$ cat src/rtl/gnr_cycle_ctrl_pkg.sv
// Shared definitions for the gene-regulatory-network cycle controller:
// FSM state encodings and default sizing for the controller and its counters.
package gnr_cycle_ctrl_pkg;

    localparam int DEF_N_NODES   = 8;
    localparam int DEF_CNT_W     = 16;
    localparam int DEF_MAX_STEPS = 4096;

    typedef enum logic [2:0] {
        ST_IDLE  = 3'd0,
        ST_INIT  = 3'd1,
        ST_STEP  = 3'd2,
        ST_CHK   = 3'd3,
        ST_PSTEP = 3'd4,
        ST_PCHK  = 3'd5,
        ST_DONE  = 3'd6
    } state_e;

    // A meeting is only meaningful once the tortoise has caught up on a whole step.
    function automatic logic isEvenStep(input logic lsb);
        return ~lsb;
    endfunction

endpackage

$ cat src/rtl/gnr_step_cnt.sv
// Saturating step counter with synchronous clear and a terminal-count flag.
// Used for both the meeting-step count k and the period count p.
module gnr_step_cnt #(
    parameter int CNT_W     = 16,
    parameter int MAX_STEPS = 4096
) (
    input  logic             clk,
    input  logic             rst,
    input  logic             clear_i,
    input  logic             inc_i,
    output logic [CNT_W-1:0] count_o,
    output logic             at_max_o
);

    localparam logic [CNT_W-1:0] MaxVal = CNT_W'(MAX_STEPS);
    localparam logic [CNT_W-1:0] OneVal = CNT_W'(1);

    logic [CNT_W-1:0] count_q;
    logic [CNT_W-1:0] count_d;

    // Clear wins over increment; the count holds at the limit so it never wraps.
    always_comb begin
        count_d = count_q;
        if (clear_i) begin
            count_d = '0;
        end else if (inc_i && !at_max_o) begin
            count_d = count_q + OneVal;
        end
    end

    always_ff @(posedge clk) begin
        if (rst) begin
            count_q <= '0;
        end else begin
            count_q <= count_d;
        end
    end

    assign count_o  = count_q;
    assign at_max_o = (count_q == MaxVal);

endmodule

$ cat src/rtl/gnr_cycle_ctrl.sv
// Tortoise/hare sequencer for a dual-copy boolean-network node bank: finds the
// step at which the copies meet, then measures the attractor period.
module gnr_cycle_ctrl
    import gnr_cycle_ctrl_pkg::*;
#(
    parameter int N_NODES   = DEF_N_NODES,
    parameter int CNT_W     = DEF_CNT_W,
    parameter int MAX_STEPS = DEF_MAX_STEPS
) (
    input  logic               clk,
    input  logic               rst,
    input  logic               start,
    input  logic [N_NODES-1:0] cfg_init,
    input  logic [N_NODES-1:0] s0_vec,
    input  logic [N_NODES-1:0] s1_vec,
    output logic               reset_nos,
    output logic [N_NODES-1:0] init_state,
    output logic               start_s0,
    output logic               start_s1,
    output logic               busy,
    output logic               done_valid,
    input  logic               done_ready,
    output logic [CNT_W-1:0]   meet_steps,
    output logic [CNT_W-1:0]   period,
    output logic               timeout
);

    state_e state_q;
    state_e state_d;

    logic [CNT_W-1:0] kCount;
    logic [CNT_W-1:0] pCount;
    logic             kAtMax;
    logic             pAtMax;

    logic jobAccept;
    logic copiesEqual;
    logic chkMeet;
    logic chkTimeout;
    logic pchkMatch;
    logic pchkTimeout;

    logic               reset_nos_q,  reset_nos_d;
    logic [N_NODES-1:0] init_state_q, init_state_d;
    logic               start_s0_q,   start_s0_d;
    logic               start_s1_q,   start_s1_d;
    logic               busy_q,       busy_d;
    logic               done_valid_q, done_valid_d;
    logic [CNT_W-1:0]   meet_q,       meet_d;
    logic [CNT_W-1:0]   period_q,     period_d;
    logic               timeout_q,    timeout_d;

    assign jobAccept   = (state_q == ST_IDLE) && start;
    assign copiesEqual = (s0_vec == s1_vec);
    assign chkMeet     = (state_q == ST_CHK) && isEvenStep(kCount[0]) && copiesEqual;
    assign chkTimeout  = (state_q == ST_CHK) && !chkMeet && kAtMax;
    assign pchkMatch   = (state_q == ST_PCHK) && copiesEqual;
    assign pchkTimeout = (state_q == ST_PCHK) && !pchkMatch && pAtMax;

    gnr_step_cnt #(
        .CNT_W     (CNT_W),
        .MAX_STEPS (MAX_STEPS)
    ) u_kCnt (
        .clk      (clk),
        .rst      (rst),
        .clear_i  (jobAccept),
        .inc_i    (state_q == ST_STEP),
        .count_o  (kCount),
        .at_max_o (kAtMax)
    );

    gnr_step_cnt #(
        .CNT_W     (CNT_W),
        .MAX_STEPS (MAX_STEPS)
    ) u_pCnt (
        .clk      (clk),
        .rst      (rst),
        .clear_i  (jobAccept),
        .inc_i    (state_q == ST_PSTEP),
        .count_o  (pCount),
        .at_max_o (pAtMax)
    );

    always_ff @(posedge clk) begin
        if (rst) begin
            state_q <= ST_IDLE;
        end else begin
            state_q <= state_d;
        end
    end

    always_comb begin
        state_d = state_q;
        unique case (state_q)
            ST_IDLE:  if (start) state_d = ST_INIT;
            ST_INIT:  state_d = ST_STEP;
            ST_STEP:  state_d = ST_CHK;
            ST_CHK: begin
                if (chkMeet) begin
                    state_d = ST_PSTEP;
                end else if (chkTimeout) begin
                    state_d = ST_DONE;
                end else begin
                    state_d = ST_STEP;
                end
            end
            ST_PSTEP: state_d = ST_PCHK;
            ST_PCHK: begin
                if (pchkMatch || pchkTimeout) begin
                    state_d = ST_DONE;
                end else begin
                    state_d = ST_PSTEP;
                end
            end
            ST_DONE:  if (done_ready) state_d = ST_IDLE;
            default:  state_d = ST_IDLE;
        endcase
    end

    // Outputs are decoded from the next state so they appear in the cycle the state is entered.
    always_comb begin
        reset_nos_d  = (state_d == ST_INIT);
        start_s0_d   = (state_d == ST_STEP);
        start_s1_d   = (state_d == ST_STEP) || (state_d == ST_PSTEP);
        busy_d       = (state_d != ST_IDLE);
        done_valid_d = (state_d == ST_DONE);
        init_state_d = init_state_q;
        meet_d       = meet_q;
        period_d     = period_q;
        timeout_d    = timeout_q;

        if (jobAccept) begin
            init_state_d = cfg_init;
            meet_d       = '0;
            period_d     = '0;
            timeout_d    = 1'b0;
        end

        if (chkMeet) begin
            meet_d = kCount;
        end else if (chkTimeout) begin
            meet_d    = kCount;
            period_d  = '0;
            timeout_d = 1'b1;
        end

        if (pchkMatch) begin
            period_d = pCount;
        end else if (pchkTimeout) begin
            period_d  = '0;
            timeout_d = 1'b1;
        end
    end

    always_ff @(posedge clk) begin
        if (rst) begin
            reset_nos_q  <= 1'b0;
            init_state_q <= '0;
            start_s0_q   <= 1'b0;
            start_s1_q   <= 1'b0;
            busy_q       <= 1'b0;
            done_valid_q <= 1'b0;
            meet_q       <= '0;
            period_q     <= '0;
            timeout_q    <= 1'b0;
        end else begin
            reset_nos_q  <= reset_nos_d;
            init_state_q <= init_state_d;
            start_s0_q   <= start_s0_d;
            start_s1_q   <= start_s1_d;
            busy_q       <= busy_d;
            done_valid_q <= done_valid_d;
            meet_q       <= meet_d;
            period_q     <= period_d;
            timeout_q    <= timeout_d;
        end
    end

    assign reset_nos  = reset_nos_q;
    assign init_state = init_state_q;
    assign start_s0   = start_s0_q;
    assign start_s1   = start_s1_q;
    assign busy       = busy_q;
    assign done_valid = done_valid_q;
    assign meet_steps = meet_q;
    assign period     = period_q;
    assign timeout    = timeout_q;

endmodule

$ cat config.mk
export PLATFORM = sky130hd
export DESIGN_NAME = gnr_cycle_ctrl
export DESIGN_NICKNAME = d
export VERILOG_FILES = /design/src/rtl/gnr_cycle_ctrl_pkg.sv /design/src/rtl/gnr_step_cnt.sv /design/src/rtl/gnr_cycle_ctrl.sv
export SDC_FILE = /design/constraint.sdc
export NUM_CORES = 1
export LEC_CHECK = 0
export ABC_CLOCK_PERIOD_IN_PS = 1900
export CAP_MARGIN = 20
export CORE_MARGIN = 3
export CORE_UTILIZATION = 46
export CTS_CLUSTER_DIAMETER = 80
export CTS_CLUSTER_SIZE = 40
export DETAILED_ROUTE_END_ITERATION = 8
export PLACE_DENSITY = 0.86
export SKIP_LAST_GASP = 1
export SLEW_MARGIN = 30
export SYNTH_ARGS = -nofsm -noshare
export SYNTH_HDL_FRONTEND = slang
export SYNTH_SLANG_ARGS = --single-unit
$ cat constraint.sdc
create_clock -name clk -period 1.9 [get_ports clk]
set_input_delay 0.19 -clock clk [delete_from_list [all_inputs] [get_ports clk]]
set_output_delay 0.19 -clock clk [all_outputs]
set_load 0.005 [all_outputs]
==> summary.md, run 1 <==
| Metric | Value |
|---|---|
| Status | complete, but fails checks |
| Failing checks | setup timing |
| Fillers | 559 |
| Mapped cell area | about 0.0036 mm^2 |
| Slew headroom | between 70 and 80% |
| TritonCTS Buffers | 9 |
| P per Cell Area | between 600 and 700 mW/mm^2 |
| Detail Placement HPWL | 6.51 mm |
| Most common cell in the netlist | dfxtp_1 |
| DR vias | 3,427 |
| Final GP Congestion | around 0.86 |
| Period utilization | 103% |
| Final Hold Viols | 0 |
| Startpoint types | register |
| Row cnt | 31 |
| Max Slew Vio Count | 0 |
| Vias in the first global route | around 3,400 |
| Number of synthesized flops with an enable pin | 0 |
| Number of port buffers | 73 |
| Initial Utilization | about half |
| Hold path depth | 3 |
| Fmax | approximately 500 MHz |
| Max_cap viols | 0 |
| Leakage | 1.83 nW |
| Ys Warns | 0 |
| Top post-synthesis cells by count | dfxtp_1, nand2_1, a21oi_1 |
| Setup violators final | 9 |
| Worst Setup Slack, final | -0.0649 ns |
| Dominant synthesized flop cell | dfxtp_1 |
| Slew @ Worst Pin | 0.412 ns |
| Required time of the critical path | 2.15 ns |
| Initial antenna violation count | 0 |
| DIE HEIGHT | 94.8 um |
| Hold EP | init_state[5]$_SDFFE_PP0P_ |
| DRT Wirelength | 9.58 mm |
| Leading area contributor after synthesis | dfxtp_1 |
| Clock skew | 0.00994 ns |
| Worst Path Max Fanout | 10 |
| Critical Path Sink Type | register |
| R2R Path End | start_s1$_SDFF_PP0_ |
| Worst r2r src | state_q[0]$_SDFF_PP0_ |
| Drt initial violations | 193 |
| Vias/cell | approximately 5.5 |
| Clk root buf | clkbuf_8 |
| Total Routing Usage GR | 21.7% |
| Critical path class | register to register |
| Worst-skew pair later-pin latency | 0.36 ns |
| Core area | between 0.007 and 0.008 mm^2 |
| CTS tree | yes |
| Mapped Cells | 393 |
| Final net count | 553 |
| Clk sinks | slightly above 80 |
| Antenna violation net count after detailed routing | 0 |
| Period minus WS final | between 1.5 and 2 ns |
| Grt ovf | 0 |
| Peak supply drop | 0.446 mV |
| Hold bufs inserted after CTS | 0 |
| Synth Register Bits | 81 |
| Hold Crit Class | primary input to register |
| Cell variety after synth | 47 |
| Async S/R FF share, synth | 0% |
| Htree depth | 3 |
| Sequential area share after synthesis | 44.7% |
| Unrepaired setup endpoints after global routing | yes |
| Area share of the largest cell type after synthesis | 44.7% |
| Largest net degree at the start of global routing | 36 |
| First-pass DRT Iterations | 5 |
| Crit path DAT | 2.21 ns |
| Longest Clk Path Bufs | 2 |
| Reg-to-reg slack, setup | -0.06 ns |
| Final setup TNS | -0.176 ns |
| # diodes | 0 |
| Area growth syn-to-layout | 43.7% |
| DRC viols | 0 |
| Total power | 3.38 mW |
| Top cells by area, synth | dfxtp_1, a21oi_1, mux2i_1, nand2_1, a22o_1 |
| Worst-path clk slew | 0.08 ns |
| Syn_nets | 425 |
| Wirelength per Cell | 15.3 um |
| Die Area | about 0.009 mm^2 |
| First-pass GRT wire length | 15.4 mm |
| I/O Pins | 74 |
| Min-delay src | cfg_init[5] |
| Layout cells sized above 1 | 22.2% |
| Reg2Reg Depth | 5 |
| Mean post-synth cell area | 9.24 um^2 |
| Die W | approximately 95 um |
kinds of logic (layout without fill, tap and decap cells):
logic type,Yosys count,in the layout,synth area share [%]
DFF,81,81,44.7
buffers and inverters,26,159,3.45
xor gates and xnor gates,18,18,4.34
and+or+nand+nor,168,168,27.1
muxes,16,16,4.45
AOI/OAI and AO/OA,80,80,14.6
adders and majority gates,4,4,1.38
power breakdown:
group          internal (mW)  total, mW  switching [mW]
Sequential              1.72       1.74          0.0196
Clock                  0.639       1.26           0.617
Combinational          0.203      0.377           0.174
final cells by class:
type	count	area [um^2]	area share, %
sequential	81	1630	31.2
tap	99	124	2.37
multi-input combinational	286	2000	38.4
timing repair buffer	134	1230	23.6
clock inverter	5	55.1	1.06
inverter	9	33.8	0.647
clock buffer	11	141	2.71
state kept, by name (all words and copies together), names as in the netlist, 3 cells and up:
| register | cells |
|---|---|
| init_state | 8 |
| period | 16 |
| u_kCnt.count_o | 16 |
| u_pCnt.count_o | 16 |
| meet_steps | 16 |
| state_q | 3 |
worst max path at each step:
stage	startpoint	end	slack (ns)	depth (start not counted)
2_1_floorplan	u_kCnt.count_o[0]$_SDFFE_PP0P_	start_s1$_SDFF_PP0_	0.01	8
3_3_place_gp	s1_vec[4]	start_s1$_SDFF_PP0_	-0.16	6
3_5_place_dp	s1_vec[5]	start_s1$_SDFF_PP0_	-0.22	6
4_1_cts	state_q[0]$_SDFF_PP0_	start_s1$_SDFF_PP0_	-0.05	5
5_1_grt	state_q[0]$_SDFF_PP0_	start_s1$_SDFF_PP0_	-0.14	5
6_report	state_q[0]$_SDFF_PP0_	start_s1$_SDFF_PP0_	-0.06	5
stage by stage:
stage	cell area (um^2)	instances	setup slack [ns]	util, %	hold slack (ns)
final	5220	625	-0.0649	70.1	0.379
after global routing	5220	625	-0.144	70.1	0.365
after CTS	5060	618	-0.0540	68.0	0.375
after detailed placement	4790	598	-0.215	64.4	0.445
after global placement	4790	598	-0.157	64.4	0.443
after floorplan	3630	393	0.00974	-	0.326
layout by cell type (no fill, tap or decap), types with 15 or more instances in the layout:
cell,count
clkdlybuf4s50_1,73
nand4_1,15
mux2i_1,15
o21ai_0,19
dfxtp_1,77
a22o_1,16
nand3b_1,17
a21oi_1,26
nand2b_1,16
buf_4,54
nor2_1,21
nand2_1,39
metal layers:
metal	track usage [%]	part of all wire, %
met3	5.02	5.3
met4	11.2	3.3
met1	24.5	40
met5	0	0
met2	37.8	51
timing repair:
item | in CTS | in global routing
gates resized for setup | 11 | 32
gates cloned | 0 | 1
pin swaps | 4 | 19
setup endpoints to repair | 33 | 53
buffers inserted | 4 | 6
worst max-delay path, stage by stage, from the launching register on:
cell and delay (ns):
dfxtp_1 0.58, nand3b_1 0.34, nor4_1 0.40, buf_4 0.19, nor3_1 0.07, mux2_4 0.28
(Power assumes the default switching activity.)
==> run 2, diff against run 1 <==
--- a/config.mk
+++ b/config.mk
@@ -14,7 +14,7 @@
 export DETAILED_ROUTE_END_ITERATION = 8
 export PLACE_DENSITY = 0.86
 export SKIP_LAST_GASP = 1
-export SLEW_MARGIN = 30
+export SLEW_MARGIN = 25
 export SYNTH_ARGS = -nofsm -noshare
 export SYNTH_HDL_FRONTEND = slang
 export SYNTH_SLANG_ARGS = --single-unit
==> results of run 2 <==
Same layout as run 1: the final DEF is identical, and so are final timing and power.
==> run 3, diff against run 2 <==
--- a/config.mk
+++ b/config.mk
@@ -12,7 +12,9 @@
 export CTS_CLUSTER_DIAMETER = 80
 export CTS_CLUSTER_SIZE = 40
 export DETAILED_ROUTE_END_ITERATION = 8
+export GPL_ROUTABILITY_DRIVEN = 0
 export PLACE_DENSITY = 0.86
+export SETUP_SLACK_MARGIN = 0.02
 export SKIP_LAST_GASP = 1
 export SLEW_MARGIN = 25
 export SYNTH_ARGS = -nofsm -noshare
==> summary.md, run 3 (synthesis gave the netlist of run 1 again) <==
| Metric | Value |
|---|---|
| Worst r2r src | u_pCnt.count_o[0]$_SDFFE_PP0P_ |
| Slew headroom | 70.6% (-1.9 points) |
| TritonCTS Buffers | 9 (unchanged) |
| Crit. Startpoint | u_pCnt.count_o[0]$_SDFFE_PP0P_ |
| Htree depth | 3 (unchanged) |
| Fmax | 518 MHz (+1.7%) |
| GR peak layer | met2 |
| Total Routing Usage GR | 21.3% (-0.36 points) |
| DIE HEIGHT | 94.8 um (unchanged) |
| Most frequent cells in the layout | dfxtp_1, clkdlybuf4s50_1, buf_4, nand2_1, a21oi_1 |
| Largest net degree at the start of global routing | 37 (+2.8%) |
| Startpoint types | register |
| First-pass GRT wire length | 15.4 mm (-0.22%) |
| Crit path DAT | 2.22 ns (about the same) |
| Crit-path cells | inv_2 -> ha_4 -> nor4b_4 -> nand4_1 -> buf_4 -> nand4_1 -> buf_6 -> or3_1 -> a21oi_1 |
| Die W | 94.8 um (unchanged) |
| Worst setup path end | u_pCnt.count_o[9]$_SDFFE_PP0P_ |
| Drt initial violations | 245 (+27%) |
| # diodes | 0 (unchanged) |
| Die Area | 0.00900 mm^2 (unchanged) |
| Final Hold Viols | 0 (unchanged) |
| I/O Pins | 74 (unchanged) |
| Number of port buffers | 73 (unchanged) |
| Initial Utilization | 48.8% (unchanged) |
| Critical path class | register to register |
| Fin cells | 622 (-0.48%) |
| Met2 Use GR | 36.2% (-1.6 points) |
| Area growth syn-to-layout | 45.8% |
| Clock skew | 0.0155 ns (+0.00560 ns) |
| Final instance area | 0.00529 mm^2 (+1.4%) |
| DR vias | 3,503 (+2.2%) |
| GR Util met3 | 4.70% (-0.32 points) |
| Core area | 0.00745 mm^2 (unchanged) |
| Max Slew Vio Count | 0 (unchanged) |
| Fillers | 497 (-11%) |
| Peak supply drop | 0.492 mV (+10%) |
| Worst path max stage delay | 0.37 ns (-0.21 ns) |
| Critical Path Sink Type | register |
| Failing checks | setup timing |
| Worst Setup Slack, final | -0.0315 ns (+0.0334 ns) |
| Row cnt | 31 (unchanged) |
| Worst-skew pair later-pin latency | 0.36 ns (about the same) |
| DRC viols | 0 (unchanged) |
| Leakage | 1.86 nW (+1.6%) |
| FF+latch area | 0.00163 mm^2 (+0.31%) |
| P per Cell Area | 690 mW/mm^2 (+6.6%) |
| Initial antenna violation count | 0 (unchanged) |
| Detail Placement HPWL | 6.19 mm (-5.0%) |
| Reg2Reg Depth | 9 (+4) |
| Placed Area | 0.00476 mm^2 (-0.68%) |
| Setup violators final | 1 (-8) |
| Reg-to-reg slack, setup | -0.03 ns (+0.03 ns) |
| CTS tree | yes |
| Worst Path Max Fanout | 5 (-5) |
| Grt ovf | 0 (unchanged) |
| R2R Path End | u_pCnt.count_o[9]$_SDFFE_PP0P_ |
| # placed instances | 592 (-1.0%) |
| Hold bufs inserted after CTS | 0 (unchanged) |
| Antenna violation net count after detailed routing | 0 (unchanged) |
| Wirelength per Cell | 16.0 um (+4.4%) |
| Unrepaired setup endpoints after global routing | yes |
| Clk root buf | clkbuf_8 |
| Period utilization | 102% (-1.8 points) |
| First-pass DRT Iterations | 7 (+2) |
| Required time of the critical path | 2.19 ns (+0.04 ns) |
| Longest Clk Path Bufs | 2 (unchanged) |
| Worst-path clk slew | 0.09 ns (about the same) |
| GR Util met1 | 25.5% (+1.0 points) |
| Final setup TNS | -0.0315 ns (+0.144 ns) |
| Clk sinks | 81 (unchanged) |
| Worst path most repeated cell | nand4_1 |
| Max stage delay cell, worst path | or3_1 |
| Layout cells sized above 1 | 23.5% (+1.3 points) |
| Slew @ Worst Pin | 0.436 ns (+0.0245 ns) |
| DRT Wirelength | 9.96 mm (+3.9%) |
| Vias in the first global route | 3,434 (+0.26%) |
| Min-delay src | cfg_init[3] |
| Final net count | 551 (-0.36%) |
| Multi-input gate area | 0.00204 mm^2 (+1.9%) |
| Period minus WS final | 1.93 ns (-0.0334 ns) |
| Status | complete, but fails checks |
| Hold Crit Class | primary input to register |
| Vias/cell | 5.63 (+2.7%) |
| Max_cap viols | 0 (unchanged) |
==> run 3: cell count changes in the layout (fill, tap and decap cells not counted), moves of 2 or more <==
cell,change
dfxtp_1,-4
o21ai_2,+4
clkinv_2,-2
nor4_1,-2
bufinv_16,+2
dfxtp_2,+4
o21ai_0,-3
inv_6,+2
buf_6,-2
==> run 3: critical path, delay by kind of cell, from the launching register on <==
family	cells	cell delay [ns]
buffers and inverters	3	0.39
AND/OR/NAND/NOR	4	0.85
AO/OA/AOI/OAI	1	0.14
flip-flops	1	0.35
adder cells (fa/ha/maj)	1	0.14
==> run 3: final cells by class <==
| type | count | share of cell area (%) |
|---|---|---|
| clock buffers | 9 | 2.34 |
| flip-flops and latches | 81 | 30.8 |
| multi-input cells | 286 | 38.6 |
| repair buffers | 132 | 23.1 |
| well taps | 99 | 2.34 |
| inverters | 9 | 0.638 |
| clock inverters | 6 | 2.17 |
==> run 3: worst min-delay path by stage <==
stage / endpoint / slack (ns) / cells after the start
global placement: init_state[6]$_SDFFE_PP0P_ / 0.44 / 2
floorplan: init_state[0]$_SDFFE_PP0P_ / 0.33 / 2
global route: init_state[1]$_SDFFE_PP0P_ / 0.38 / 3
finish: init_state[3]$_SDFFE_PP0P_ / 0.37 / 3
CTS: init_state[6]$_SDFFE_PP0P_ / 0.36 / 3
detailed placement: init_state[6]$_SDFFE_PP0P_ / 0.45 / 2
==> run 3: layer usage <==
| layer | vias up | share of wire [%] |
|---|---|---|
| met5 | - | 0 |
| met4 | 0 | 2.6 |
| met3 | 24 | 5.6 |
| met2 | 154 | 52 |
| met1 | 1664 | 40 |
| li1 | 1661 | - |
==> run 3: report_power, final <==
group / switching [mW] / leakage, nW / internal (mW) / total [mW]
clock network: 0.650 / 0.116 / 0.875 / 1.53
registers: 0.0177 / 0.658 / 1.72 / 1.74
logic: 0.180 / 1.08 / 0.203 / 0.383
total: 0.849 / 1.86 / 2.80 / 3.65
==> run 3: metrics by stage <==
step | hold WS (ns) | power [mW] | setup slack (ns) | utilization, %
after floorplan | 0.326 | 1.96 | 0.0239 | -
after global placement | 0.443 | 2.13 | -0.150 | 63.9
after detailed placement | 0.451 | 2.14 | -0.201 | 63.9
after CTS | 0.364 | 3.64 | -0.0261 | 68.3
after global routing | 0.381 | 3.78 | -0.0795 | 71.1
final | 0.373 | 3.65 | -0.0315 | 71.1
==> run 3: repair_timing <==
item | CTS | global route
setup buffers | 8 | 6
endpoints found under the hold margin | 0 | 0
gates cloned | 0 | 1
resized for setup | 8 | 48
setup endpoints to repair | 37 | 49
pin swaps | 11 | 20
